[config.mk]
export PLATFORM = sky130hd
export DESIGN_NAME = matrix_result_serializer
export DESIGN_NICKNAME = d
export VERILOG_FILES = /design/src/rtl/matrix_pkg.sv /design/src/rtl/matrix_result_bank.sv /design/src/rtl/matrix_result_serializer.sv
export SDC_FILE = /design/constraint.sdc
export NUM_CORES = 2
export LEC_CHECK = 0
export CAP_MARGIN = 25
export CORE_UTILIZATION = 40
export DETAILED_ROUTE_END_ITERATION = 7
export SLEW_MARGIN = 20
export SYNTH_ARGS = -nofsm -noshare
export SYNTH_HDL_FRONTEND = slang
export SYNTH_SLANG_ARGS = --single-unit
[constraint.sdc]
create_clock -name clk_i -period 2.4 [get_ports clk_i]
set_clock_uncertainty 0.05 [all_clocks]
set_input_delay 0.24 -clock clk_i [delete_from_list [all_inputs] [get_ports clk_i]]
set_output_delay 0.24 -clock clk_i [all_outputs]
set_load 0.01 [all_outputs]
[src/rtl/matrix_pkg.sv]
// Shared dimensions, result-width helper and output FSM states for the matrix multiplier datapath.
package matrix_pkg;

  localparam int unsigned DATA_WIDTH       = 8;
  localparam int unsigned A_ROWS           = 8;
  localparam int unsigned B_COLUMNS        = 5;
  localparam int unsigned A_COLUMNS_B_ROWS = 4;

  // Product of two operands plus growth from summing `inner` partial products.
  function automatic int unsigned c_data_width(input int unsigned data_width,
                                               input int unsigned inner);
    return 2 * data_width + $clog2(inner);
  endfunction

  typedef enum logic {
    StIdle,
    StStream
  } out_state_e;

endpackage

[src/rtl/matrix_result_bank.sv]
// One ping-pong bank: a full matrix of result registers, its occupancy flag and a read mux.
module matrix_result_bank
  import matrix_pkg::*;
#(
  parameter int unsigned WIDTH = 18,
  parameter int unsigned DEPTH = 40,
  localparam int unsigned IW   = (DEPTH > 1) ? $clog2(DEPTH) : 1
) (
  input  logic             clk,
  input  logic             reset,
  input  logic             load,
  input  logic [WIDTH-1:0] wdata [DEPTH],
  input  logic             clear,
  input  logic [IW-1:0]    rd_idx,
  output logic [WIDTH-1:0] rd_data,
  output logic             full
);

  logic [WIDTH-1:0] mem_q [DEPTH];
  logic             full_q;

  always_ff @(posedge clk) begin
    if (reset) begin
      for (int i = 0; i < int'(DEPTH); i++) begin
        mem_q[i] <= '0;
      end
      full_q <= 1'b0;
    end else begin
      if (load) begin
        mem_q <= wdata;
      end
      // A reload in the same cycle as the drain of this bank keeps it occupied.
      if (load) begin
        full_q <= 1'b1;
      end else if (clear) begin
        full_q <= 1'b0;
      end
    end
  end

  assign rd_data = mem_q[rd_idx];
  assign full    = full_q;

endmodule

[src/rtl/matrix_result_serializer.sv]
// Captures whole result matrices into two alternating banks and streams them out element by
// element in row-major order over valid/ready, dropping and counting matrices when both are full.
module matrix_result_serializer #(
  parameter int unsigned C_DATA_WIDTH   = matrix_pkg::c_data_width(matrix_pkg::DATA_WIDTH,
                                                                   matrix_pkg::A_COLUMNS_B_ROWS),
  parameter int unsigned A_ROWS         = matrix_pkg::A_ROWS,
  parameter int unsigned B_COLUMNS      = matrix_pkg::B_COLUMNS,
  parameter int unsigned DROP_CNT_WIDTH = 16,
  localparam int unsigned N             = A_ROWS * B_COLUMNS,
  localparam int unsigned ROW_W         = (A_ROWS > 1) ? $clog2(A_ROWS) : 1,
  localparam int unsigned COL_W         = (B_COLUMNS > 1) ? $clog2(B_COLUMNS) : 1,
  localparam int unsigned IDX_W         = (N > 1) ? $clog2(N) : 1
) (
  input  logic                      clk_i,
  input  logic                      reset_i,
  input  logic                      valid_i,
  input  logic [C_DATA_WIDTH-1:0]   c_i [N],
  output logic                      ready_o,
  output logic                      valid_o,
  input  logic                      ready_i,
  output logic [C_DATA_WIDTH-1:0]   data_o,
  output logic [ROW_W-1:0]          row_o,
  output logic [COL_W-1:0]          col_o,
  output logic                      last_o,
  output logic                      overrun_o,
  output logic [DROP_CNT_WIDTH-1:0] drop_cnt_o
);
  import matrix_pkg::*;

  out_state_e                state_q, state_d;
  logic                      wr_bank_q, rd_bank_q;
  logic [IDX_W-1:0]          idx_q;
  logic [ROW_W-1:0]          row_q;
  logic [COL_W-1:0]          col_q;
  logic                      overrun_q;
  logic [DROP_CNT_WIDTH-1:0] drop_cnt_q;

  logic [1:0]              full, load, clear;
  logic [C_DATA_WIDTH-1:0] rd_data [2];
  logic                    xfer, at_last, rel, wr_free, capture, overrun;

  assign xfer    = (state_q == StStream) && ready_i;
  assign at_last = (idx_q == IDX_W'(N - 1));
  assign rel     = xfer && at_last;
  // Banks fill in order, so the write bank is the only candidate; it may be the one draining now.
  assign wr_free = !full[wr_bank_q] || (rel && (rd_bank_q == wr_bank_q));
  assign capture = valid_i && wr_free;
  assign overrun = valid_i && !wr_free;

  for (genvar b = 0; b < 2; b++) begin : g_bank
    assign load[b]  = capture && (wr_bank_q == 1'(b));
    assign clear[b] = rel && (rd_bank_q == 1'(b));

    matrix_result_bank #(
      .WIDTH (C_DATA_WIDTH),
      .DEPTH (N)
    ) u_bank (
      .clk     (clk_i),
      .reset   (reset_i),
      .load    (load[b]),
      .wdata   (c_i),
      .clear   (clear[b]),
      .rd_idx  (idx_q),
      .rd_data (rd_data[b]),
      .full    (full[b])
    );
  end

  always_comb begin
    state_d = state_q;
    unique case (state_q)
      StIdle: begin
        if (capture) begin
          state_d = StStream;
        end
      end
      StStream: begin
        // Continue straight into the other bank if it holds, or is receiving, a matrix.
        if (rel) begin
          state_d = (full[!rd_bank_q] || load[!rd_bank_q]) ? StStream : StIdle;
        end
      end
      default: state_d = StIdle;
    endcase
  end

  always_ff @(posedge clk_i) begin
    if (reset_i) begin
      state_q    <= StIdle;
      wr_bank_q  <= 1'b0;
      rd_bank_q  <= 1'b0;
      idx_q      <= '0;
      row_q      <= '0;
      col_q      <= '0;
      overrun_q  <= 1'b0;
      drop_cnt_q <= '0;
    end else begin
      state_q   <= state_d;
      overrun_q <= overrun;
      if (capture) begin
        wr_bank_q <= !wr_bank_q;
      end
      if (xfer) begin
        if (at_last) begin
          idx_q     <= '0;
          row_q     <= '0;
          col_q     <= '0;
          rd_bank_q <= !rd_bank_q;
        end else begin
          idx_q <= idx_q + 1'b1;
          if (col_q == COL_W'(B_COLUMNS - 1)) begin
            col_q <= '0;
            row_q <= row_q + 1'b1;
          end else begin
            col_q <= col_q + 1'b1;
          end
        end
      end
      if (overrun && (drop_cnt_q != '1)) begin
        drop_cnt_q <= drop_cnt_q + 1'b1;
      end
    end
  end

  assign valid_o    = (state_q == StStream);
  assign data_o     = rd_data[rd_bank_q];
  assign row_o      = row_q;
  assign col_o      = col_q;
  assign last_o     = at_last;
  assign overrun_o  = overrun_q;
  assign drop_cnt_o = drop_cnt_q;
  assign ready_o    = !(full[0] && full[1]);

endmodule

==> Word level (Yosys, flattened, before mapping) <==
Index checks and enable logic that the tools add are counted.
{ "word_totals": {"regBits": 1474, "inputBits": 724, "out_inout_bits": 44, "elab_cells": 158} }
{ "op_classes": {"addsub": 4, "n_lt_le_gt_ge": 4, "n_eq_ne": 4, "muxes": 28, "bitwise_logic": 5, "reduce_logical": 23} }
{ "ops": {"columns": ["cell", "count"], "rows": [
  ["$bmux 18 s6", 2],
  ["$mux 18", 7],
  ["$add 16x1->16 const B", 1],
  ["$ne 16x16->1 const B", 1],
  ["$mux 1", 13],
  ["$mux 3", 4],
  ["$logic_and 1x1->1", 11],
  ["$ge 7x7->1 const B", 1],
  ["$not 6->7", 1],
  ["$add 3x1->3 const B", 2],
  ["$add 6x1->6 const B", 1],
  ["$eq 6x6->1 const B", 1],
  ["$mux 6", 1],
  ["$reduce_bool 2->1", 3],
  ["$logic_not 1->1", 5],
  ["$lt 1x2->1 const B", 2],
  ["$reduce_and 2->1", 2],
  ["$eq 3x3->1 const B", 1],
  ["$not 1->1", 3],
  ["$ge 2x2->1 const B", 1],
  ["$logic_or 1x1->1", 2],
  ["$not 1->2", 1],
  ["$pmux 1 s2", 1],
  ["$eq 1x1->1", 1]
]} }

==> Longest topological paths before layout <==
{ "logic_depth": {"ltp_word": 12, "depth_mapped": 9, "ltp_nobuf": 7} }

==> Hierarchy <==
A second synthesis with hierarchy kept.
{ "unflattened": {"hier_cells": 5740, "hier_area_um2": 63588.5} }
{ "modules_own_cells": {"columns": ["module", "n_inst", "cells_each", "area_per_inst_um2", "seq_area_each_um2"], "rows": [
  ["matrix_result_bank", 2, 2763, 30865.9, 14433.8],
  ["matrix_result_serializer", 1, 214, 1856.8, 640.6]
]} }

==> Least setup slack after synthesis <==
OpenSTA, ideal clock, no wires.
{ "synth_path": {"kind": "register -> output", "start": "register idx_q[0]", "end": "output data_o[7]", "t_arrival_ns": 2.083, "required_ns": 2.110, "path_slack_ns": 0.027, "stages_incl_launch_ff": 10, "n_path_buf": 4, "path_cell_list": "dfxtp_1 buf_2 buf_6 buf_2 buf_2 mux4_2 mux2_2 a22oi_1 a21oi_1 o32a_1"} }
{ "synth_between": {"elab_chain_len": 7, "word_cells_on_any_way": 10, "cone_classes": "9 x mux; 1 x bitwise"} }
{ "synth_rtl": {"columns": ["item", "line_no", "rtl"], "rows": [
  ["start: declaration", "matrix_result_serializer.sv:32", "logic [IDX_W-1:0] idx_q;"],
  ["start signal: assignment", "matrix_result_serializer.sv:110", "idx_q <= idx_q + 1'b1;"],
  ["$not 6->7 (implied by the code) (*)", "matrix_result_bank.sv:41", "assign rd_data = mem_q[rd_idx];"],
  ["$bmux 18 s6", "matrix_result_bank.sv:41", null],
  ["$mux 18 (implied by the code) (2 in series)", "matrix_result_bank.sv:41", null],
  ["$mux 18 (implied by the code) (*) (3 in series)", "matrix_result_serializer.sv:126", "assign data_o = rd_data[rd_bank_q];"],
  ["end: declaration", "matrix_result_serializer.sv:21", "output logic [C_DATA_WIDTH-1:0] data_o,"]
]} }
Every way passes the cells marked *; elsewhere a longest branch is shown, timed or not. The select of a mux whose other input is x is not followed.

==> Worst setup path after layout <==
{ "layout_path": {"start": "register idx_q[2]", "end": "output data_o[15]"} }
The elaborated chain is that of the path after synthesis.

==> reports/qor.csv <==
metric,value,unit
# rows,144,
switch share,0.281,
outcome,"finished, violations left",
commonest cells in the netlist,"nand2_1, a21oi_1, dfxtp_1, mux4_2",
"Slew Viols, Final",0,
register area share after synthesis,0.473,
Final WS setup,-1.36,ns
post-route non-filler standard cell count,10915,
count of endpoints failing setup in the final report,1491,
# DRC,90,
Synth top area share,0.473,
Worst-path clk slew,0.06,ns
Net Switching,18.6,mW
Core Box Area,154000,um2
DR WL/cell,27.1,um
CTS tree,yes,
Routability Congestion,1.00,
largest fanout on the critical path,38,
Vias/cell,5.76,
Die H,397,um
Max-slew headroom,0.465,
P_int,47.7,mW
"EDFF count, synth",0,
PD cells,711,nW/um2
number of fill cells,12757,
Die Width,397,um
CP Launch Type,flop,
YS warnings,0,
# nets final,9429,
Mapped Cells,7320,
leakage,34.0,nW
H-Tree Depth,4,
Peak VDD IR,852,uV
crit share post-route,1.56,
Netlist cell types,46,
Synth Flop Type,dfxtp_1,
Comb power frac,0.197,
cell accounting for the most synthesized area,dfxtp_1,
io pins,768,
crit path time final,3.76,ns
top post-synthesis cells by area,"dfxtp_1, nand2_1, mux4_2",
Initial Util,0.404,
Final Hold Viols,0,
Die ar.,157000,um2
setup tns final,-1173.67,ns
GRT Overall Usage,0.347,
Post-Syn Area per Cell,8.52,um2
routed vias,62880,
Flop pwr share,0.405,
Syn Nets,8049,
initial antenna violation count,48,
CP arrival,3.47,ns
PortBufs,767,
Yosys reg bits,1474,
"Cell Area, Synth",62400,um2
Async SR Flop Fraction,0,
max cap viols,0,
Initial DRT Pass Iterations,8,
failing checks,"DRC, setup timing",
gr ovfl total,0,
global-route wire length before repair,400000,um
most frequent cell after synthesis,nand2_1,
Worst setup EP type,output port,
DRT antenna net count,0,
Clk pwr share,0.398,
CTS Buf Count,160,
Layout Area Growth over Synthesis,49.7,%
dpl ws,-1.51,ns
ratio of cells with drive above 1 in the final layout,0.230,
worst-margin pin slew,0.803,ns
critical path type,reg -> out,
post-detail-place hpwl,201000,um
Fmax,266,MHz
# clock sinks,1474,
clk root buf,clkbuf_16,
clock latency at the later pin of the worst-skew pair,0.82,ns
Initial DRC Count,7724,
"wirelength, routed",296000,um
Placed Cells,9958,
RSZ-0062 raised after global routing,yes,
vias in the first global route,58302,
largest net degree at the start of global routing,109,
final core utilization,0.605,
CP Data Required Time,2.11,ns
path category of the worst min-delay check,in -> reg,
clock buffer depth,3,
## critical path, stage by stage (launching register included)
cell and delay, ns:
dfxtp_4 0.42, buf_4 0.19, buf_12 0.11, buf_12 0.10
buf_12 0.26, buf_12 0.30, mux2i_1 0.15, nor2_1 0.44
o32a_1 0.43, buf_2 0.20
## sequential cells by signal, summed over array words and instances, names as in the netlist
signal,cells
col_o,3
drop_cnt_o,16
g_bank.u_bank.full,2
g_bank.u_bank.mem_q,1440
idx_q,6
overrun_o,1
rd_bank_q,1
row_o,3
valid_o,1
wr_bank_q,1
## power by group through the flow
stage               clock, mW  sequential, mW  combinational (mW)
floorplan                   0            26.9                4.45
global placement            0            27.3                8.57
detailed placement          0            27.3                8.67
CTS                      26.5            26.8                10.9
global route             27.6            27.0                13.5
finish                   26.4            26.9                13.1
## final timing paths
| path | slack, ns | cells after the start | endpoint | start |
|---|---|---|---|---|
| setup / recovery | -1.36 | 9 | data_o[15] | idx_q[2] |
| hold / removal | 0.01 | 3 | g_bank[1].u_bank.mem_q[272] | c_i[272] |
| setup reg to reg | -1.01 | 20 | g_bank[0].u_bank.mem_q[713] | idx_q[1] |
| hold reg to reg | 0.40 | 2 | g_bank[0].u_bank.mem_q[455] | g_bank[0].u_bank.mem_q[455] |
## layout make-up
class	count	area, um2	area share
multi-input combinational	5215	33100	0.354
sequential	1474	29500	0.316
timing repair buffer	1842	22500	0.241
clock buffer	227	4610	0.0494
tap	2044	2560	0.0274
clock inverter	71	982	0.0105
antenna	35	87.6	0.000938
inverter	7	26.3	0.000281
## per-stage QoR
stage	hold WS (ns)	area [um2]	total power, mW
after floorplan	0.326	62400	31.4
after global placement	0.386	75200	35.8
after detailed placement	0.393	75200	36.0
after CTS	0.000679	88700	64.2
after global routing	0.00898	93300	68.1
final	0.0103	93400	66.4
## placed cells by master (no fill, tap or decap), drive strengths merged, types with 5 or more instances in the layout
cell type      netlist  layout
nand2             2896    2896
a21oi             1508    1508
dfxtp             1474    1474
clkdlybuf4s50        0     747
buf                335     696
mux4               342     342
dlygate4sd3          0     315
clkbuf             289     294
mux2i               95      95
mux2                74      74
clkinv               0      42
nor2                36      36
o22ai               36      36
a211o               36      36
diode                0      35
o21ai               26      26
a221oi              18      18
o32a                18      18
a22oi               18      18
or2                 18      18
bufinv               0      17
bufbuf               0      17
inv                  7      15
nor3                13      13
nand3               12      12
xnor2                9       9
xor2                 7       7
nor2b                5       5
or3                  5       5
ha                   5       5
## routing by layer
layer / part of all wire / global-route usage
met5: 0.00029 / 0
met4: 0.081 / 0.221
met3: 0.10 / 0.0736
met2: 0.44 / 0.534
met1: 0.38 / 0.440
## kinds of logic after synthesis
kind of cell / after synthesis / share of synthesized area
compound gates: 1671 / 0.141
buf+inv: 631 / 0.0459
simple gates: 3012 / 0.185
mux: 511 / 0.152
xor+xnor: 16 / 0.00225
fa+ha+maj: 5 / 0.00100
flops: 1474 / 0.473
## timing repair
action,CTS,global route
endpoints found under the setup margin,1491,1490
setup buffers,104,85
resized for setup,524,635
gates cloned,66,80
pin swaps,114,320
hold endpoints to repair,617,2
hold buffers,314,1
Note: power is estimated with default switching activity, not from simulation.
